$ cat config.mk
export PLATFORM = sky130hd
export DESIGN_NAME = fetch_controller
export DESIGN_NICKNAME = d
export VERILOG_FILES = /design/src/rtl/cpu_pkg.sv /design/src/rtl/pc_next_sel.sv /design/src/rtl/fetch_controller.sv
export SDC_FILE = /design/constraint.sdc
export NUM_CORES = 1
export LEC_CHECK = 0
export CORE_MARGIN = 4
export CORE_UTILIZATION = 25
export DETAILED_ROUTE_END_ITERATION = 10
export SYNTH_ARGS = -nofsm -noshare
export SYNTH_HDL_FRONTEND = slang
export SYNTH_SLANG_ARGS = --single-unit
$ cat constraint.sdc
create_clock -name clk -period 1.9 [get_ports clk]
set_clock_uncertainty 0.15 [all_clocks]
set_input_delay 0.38 -clock clk [delete_from_list [all_inputs] [get_ports clk]]
set_output_delay 0.38 -clock clk [all_outputs]
set_load 0.01 [all_outputs]
$ cat src/rtl/cpu_pkg.sv
// Shared CPU front-end types: fetch controller state encoding.
package cpu_pkg;

  localparam int unsigned STATE_W = 2;

  // Encoding is visible on state_o, so the values are fixed.
  typedef enum logic [STATE_W-1:0] {
    LOAD = 2'd0,
    RUN  = 2'd1,
    HALT = 2'd2
  } fetch_state_t;

endpackage

$ cat src/rtl/pc_next_sel.sv
// Next-pc selection: clear on boot completion, branch, hold, or increment.
module pc_next_sel #(
  parameter int unsigned ADDR_WIDTH = 4
) (
  input  logic                  i_run,
  input  logic                  i_clear,
  input  logic                  i_stall,
  input  logic                  i_halt,
  input  logic                  i_branch_en,
  input  logic [ADDR_WIDTH-1:0] i_branch_target,
  input  logic [ADDR_WIDTH-1:0] i_pc,
  output logic [ADDR_WIDTH-1:0] o_pc_next
);

  // Branch beats halt and stall; increment wraps naturally at the address width.
  always_comb begin
    o_pc_next = i_pc;
    if (i_clear) begin
      o_pc_next = '0;
    end else if (i_run) begin
      if (i_branch_en) begin
        o_pc_next = i_branch_target;
      end else if (!i_halt && !i_stall) begin
        o_pc_next = ADDR_WIDTH'(i_pc + ADDR_WIDTH'(1));
      end
    end
  end

endmodule

$ cat src/rtl/fetch_controller.sv
// Instruction fetch controller with optional boot loader.
// Macro FETCH_BOOT_LOAD_EN enables the LOAD state and program-memory write
// path; without it reset goes straight to RUN and the load port is inert.
module fetch_controller
  import cpu_pkg::*;
#(
  parameter int unsigned ADDR_WIDTH  = 4,
  parameter int unsigned INSTR_WIDTH = 12
) (
  input  logic                   clk,
  input  logic                   n_reset,
  input  logic                   load_valid,
  input  logic [INSTR_WIDTH-1:0] load_data,
  input  logic                   load_last,
  output logic                   load_ready,
  output logic [ADDR_WIDTH-1:0]  mem_addr,
  input  logic [INSTR_WIDTH-1:0] mem_instr,
  output logic                   mem_we,
  output logic [ADDR_WIDTH-1:0]  mem_waddr,
  output logic [INSTR_WIDTH-1:0] mem_wdata,
  input  logic                   stall,
  input  logic                   branch_en,
  input  logic [ADDR_WIDTH-1:0]  branch_target,
  input  logic                   halt_req,
  input  logic                   resume,
  output logic [INSTR_WIDTH-1:0] ir,
  output logic [ADDR_WIDTH-1:0]  ir_pc,
  output logic                   ir_valid,
  output logic [1:0]             state_o
);

`ifdef FETCH_BOOT_LOAD_EN
  localparam fetch_state_t RESET_STATE = LOAD;
`else
  localparam fetch_state_t RESET_STATE = RUN;
`endif

  fetch_state_t            r_state;
  logic [ADDR_WIDTH-1:0]   r_pc;
  logic [INSTR_WIDTH-1:0]  r_ir;
  logic [ADDR_WIDTH-1:0]   r_ir_pc;
  logic                    r_ir_valid;
  logic [ADDR_WIDTH-1:0]   w_pc_next;
  logic                    w_run;
  logic                    w_load_done;

  assign w_run = (r_state == RUN);

`ifdef FETCH_BOOT_LOAD_EN
  localparam logic [ADDR_WIDTH-1:0] LOAD_MAX = '1;

  logic [ADDR_WIDTH-1:0] r_load_cnt;
  logic                  w_in_load;
  logic                  w_load_accept;

  // Loader handshake is suppressed while reset is asserted.
  assign w_in_load     = (r_state == LOAD) && n_reset;
  assign w_load_accept = w_in_load && load_valid;
  assign w_load_done   = w_load_accept && (load_last || (r_load_cnt == LOAD_MAX));

  assign load_ready = w_in_load;
  assign mem_we     = w_load_accept;
  assign mem_waddr  = r_load_cnt;
  assign mem_wdata  = load_data;

  // Load counter: steps per accepted word and saturates at the top address.
  always_ff @(posedge clk) begin
    if (!n_reset) begin
      r_load_cnt <= '0;
    end else if (w_load_accept && (r_load_cnt != LOAD_MAX)) begin
      r_load_cnt <= ADDR_WIDTH'(r_load_cnt + ADDR_WIDTH'(1));
    end
  end
`else
  logic w_unused_load;

  assign w_unused_load = ^{load_valid, load_last, load_data};
  assign w_load_done   = 1'b0;
  assign load_ready    = 1'b0;
  assign mem_we        = 1'b0;
  assign mem_waddr     = '0;
  assign mem_wdata     = '0;
`endif

  pc_next_sel #(
    .ADDR_WIDTH (ADDR_WIDTH)
  ) u_pc_next_sel (
    .i_run           (w_run),
    .i_clear         (w_load_done),
    .i_stall         (stall),
    .i_halt          (halt_req),
    .i_branch_en     (branch_en),
    .i_branch_target (branch_target),
    .i_pc            (r_pc),
    .o_pc_next       (w_pc_next)
  );

  // Control FSM and fetch registers; pc comes from the selector every cycle.
  always_ff @(posedge clk) begin
    if (!n_reset) begin
      r_state    <= RESET_STATE;
      r_pc       <= '0;
      r_ir       <= '0;
      r_ir_pc    <= '0;
      r_ir_valid <= 1'b0;
    end else begin
      r_pc <= w_pc_next;
      case (r_state)
        LOAD: begin
          r_ir_valid <= 1'b0;
          if (w_load_done) begin
            r_state <= RUN;
          end
        end
        RUN: begin
          if (halt_req) begin
            r_state    <= HALT;
            r_ir_valid <= 1'b0;
          end else if (branch_en) begin
            r_ir_valid <= 1'b0;
          end else if (!stall) begin
            r_ir       <= mem_instr;
            r_ir_pc    <= r_pc;
            r_ir_valid <= 1'b1;
          end
        end
        HALT: begin
          r_ir_valid <= 1'b0;
          if (resume) begin
            r_state <= RUN;
          end
        end
        default: begin
          r_state    <= RESET_STATE;
          r_ir_valid <= 1'b0;
        end
      endcase
    end
  end

  assign mem_addr = r_pc;
  assign ir       = r_ir;
  assign ir_pc    = r_ir_pc;
  assign ir_valid = r_ir_valid;
  assign state_o  = r_state;

endmodule
==> results.md <==
- The iteration count of the initial detailed-routing pass is 4.
- The number of hold-slack violations in the final timing report is 0.
- The count of nets left with antenna violations once routing finished came out at 0.
- The cell count after synthesis is 136.
- The die covers 5690 um^2.
- The leakage power is ~0.63 nW.
- Among cell families on the critical path, the largest total delay comes from buffers and inverters.
- The required arrival time at the worst endpoint is 1.37 ns.
- The type of destination of the critical path is a primary output.
- The detail-routed via count per cell is 4.55.
- TritonCTS built the clock tree.
- The post-synthesis register bit count is 23.
- The startpoint identified for the worst register-to-register timing path is state_o[1]$_SDFFE_PN0P_.
- The worst hold path begins at ir[10]$_SDFFE_PN0P_.
- The flip-flop and latch area is 460 um^2.
- The I/O pin total is 77.
- The die outline width is 75.5 um.
- Setup repair after global routing left no endpoint under its margin.
- The clock net in this run drives a total of 23 sinks.
- For this run, the leading register cell type out of synthesis is dfxtp_1.
- The residual overflow from global routing is 0.
- The peak per-stage delay on the critical path is between 0.5 and 0.6 ns.
- The clock tree root driver cell is clkbuf_8.
- The fraction of final layout cells sized beyond drive strength 1 is around a tenth.
- The cell type with the largest total area after synthesis is dfxtp_1.
- The final-layout worst hold slack is 0.322 ns.
- The area overhead of the layout relative to synthesis is 48.0%.
- Of the post-synthesis cell area, the dominant cell type holds approximately two fifths.
- The maximum vdd drop is 0.251 mV.
- Summed over all layers, the routed wires come to roughly 3000 um.
- Detailed placement finished with a half-perimeter wire length of roughly 2200 um.
- For this design, the slowest cell found on the critical path is clkdlybuf4s50_1.
- The share of flip-flops with an asynchronous set or reset is 0%.
- Dividing total power by cell area gives a power density of ~630 nW/um^2.
- The minimum setup slack among reg-to-reg paths is between 0.2 and 0.25 ns.
- In this run the number of H-tree levels came out at 1.
- Post-CTS timing repair inserted 0 buffers for setup.
- The number of different library cells used by synthesis comes to 31.
- The worst setup path is of the reg -> out kind.
- The arrival time at the worst endpoint is 1.32 ns.
- Among all cell types in the netlist, the one instantiated most often is dfxtp_1.
- Post-CTS repair changed the size of 0 cells.
- The count of endpoints failing setup in the final report is 0.
- The die height is around 75 um.
- The signal on the critical path passes through clkdlybuf4s50_1.
- The number of placed instances, taps included, is 235.
- The final estimated routing congestion in global placement is ~0.71.
- The worst reg2reg path depth is 4.
- In this run the worst path has a maximum fanout of 7.
- The clock period could shrink to around 1.8 ns.
- The class of the worst hold path is reg -> reg.
- The max-cap check violation count is 0.
- The routed length per placed instance is 12.5 um.
- In this run the mean area of a mapped cell was 8.36 um^2.
- The number of enable flip-flop cells after synthesis is 0.
- Sequential elements use 40.5% of the synthesized area.
- The maximum number of pins on one net before global-route repair is 18.
- Clock-pin slew was measured on the worst setup and hold paths at roughly 0.09 ns.
- The buffer levels on the longest clock path is 2.
- For this run, the post-layout net count is 225.
- Detailed routing inserted a total of 1,088 vias.
- The initial utilization of the core area, before any placement, comes to 25.9%.
- The capture point of the worst reg-to-reg path is ir[5]$_SDFFE_PN0P_.
- The count of cells along the worst hold path is 2.
- The clock latency reported for the late side of the worst-skew pair is 0.26 ns.
- The filler cell count in the final layout is 467.
- The number of global-route vias before repair is 1,015.
- The final antenna diode count is 0.
- The core region is around 4400 um^2.
- The flow ran to the end, and the final reports show no timing, DRC or antenna violations.
- The number of buffers and inverters on the critical path is 1.
- Summing all multi-input logic gate instances after layout gives 549 um^2.
- The number of standard-cell rows in the floorplan is 24.
- The global-route total usage across every layer is 10.2%.
- In the synthesized netlist, the cells that appear most often are dfxtp_1 (23), a21oi_1 (18), buf_4 (18).
- In the routed design, unresolved DRC markers number 0.
- The count of buffers added on input and output ports is 44.
- The number of antenna violations at the first check in global routing was 0.
- The global-route wire length before repair is 4550 um.
- Based on the critical path, the design can be clocked at up to 0.542 GHz.
- The count of pins over their slew limit came to 0.
- The power after layout is 1.07 mW.
- The number of buffers created by CTS is 3.
- The synthesis warning total is 0.
- The finished layout holds approximately 240 standard cells, fillers aside.
- The number of buffers inserted by hold repair at cts is 0.
- The share of the clock period used by the worst path is 97.2%.
- The path with the worst hold slack has its endpoint at ir[10]$_SDFFE_PN0P_.
- Ranked by total cell area, the synthesized netlist is headed by dfxtp_1 (40%), buf_4 (12%), a21oi_1 (7.9%), nand3_1 (7.5%), o21ai_0 (4.0%).
- After the first detailed-routing iteration, the DRC count stood at 24.
- The end-of-flow core utilization is 38.4%.
- The critical path launch point type is a register.
- Summing every instance area after synthesis gives 1140 um^2.
## how the worst max path moves through the flow
stage                       startpoint               endpoint  slack [ns]  cells after the start
4_1_cts        state_o[1]$_SDFFE_PN0P_             state_o[1]        0.05                      1
3_3_place_gp                 branch_en  ir_pc[3]$_SDFFE_PN0P_       -0.14                      5
6_report       state_o[1]$_SDFFE_PN0P_             state_o[1]        0.05                      1
5_1_grt        state_o[1]$_SDFFE_PN0P_             state_o[1]       0.006                      1
2_1_floorplan  state_o[1]$_SDFFE_PN0P_     ir[0]$_SDFFE_PN0P_        0.27                      5
3_5_place_dp                 branch_en     ir[5]$_SDFFE_PN0P_       -0.17                      5
## report_power, final
part	internal, mW	switching [mW]
Combinational	0.124	0.112
Sequential	0.501	0.0190
Clock	0.146	0.163
## sequential cells by signal (all words and copies together), names as in the netlist
name      cells
ir           12
ir_pc         4
ir_valid      1
mem_addr      4
state_o       2
## kinds of logic after synthesis
| group | share of synthesized area (%) |
|---|---|
| adders and majority gates | 1.10 |
| muxes | 0.880 |
| DFF | 40.5 |
| buffers and inverters | 16.8 |
| and+or+nand+nor | 15.2 |
| other | 0.330 |
| AOI/OAI and AO/OA | 25.2 |
## through the flow
| stage | area (um^2) | setup TNS (ns) | worst slack, ns |
|---|---|---|---|
| after global routing | 1680 | 0 | 0.00629 |
| after CTS | 1680 | 0 | 0.0484 |
| after global placement | 1640 | -2.05 | -0.140 |
| after floorplan | 1200 | 0 | 0.274 |
| final | 1680 | 0 | 0.0538 |
| after detailed placement | 1640 | -2.08 | -0.172 |
## final cells by class
cell class / count / area share (%)
well taps: 52 / 3.87
repair buffers: 57 / 32.7
clock buffers: 3 / 2.45
multi-input cells: 100 / 32.6
clock inverters: 1 / 0.297
inverters: 3 / 0.669
flip-flops and latches: 23 / 27.4
## cell usage in the layout (no fill, tap or decap), drive strengths merged, types with 3 or more instances in the layout
master         instances
buf                   13
nand3                 17
dfxtp                 23
o21ai                 18
clkbuf                 3
a21oi                 18
nand2                  3
conb                  18
nor2                   6
clkdlybuf4s50         44
## metal layers
metal	up-vias	global-route usage (%)	part of all wire [%]	wire length [um]
met1	494	13.3	46	1370
met4	0	3.50	0.90	27
met2	39	16.2	45	1340
li1	553	-	-	-
met5	-	0	0	0
met3	2	2.64	8.5	254
(Power assumes the default switching activity.)
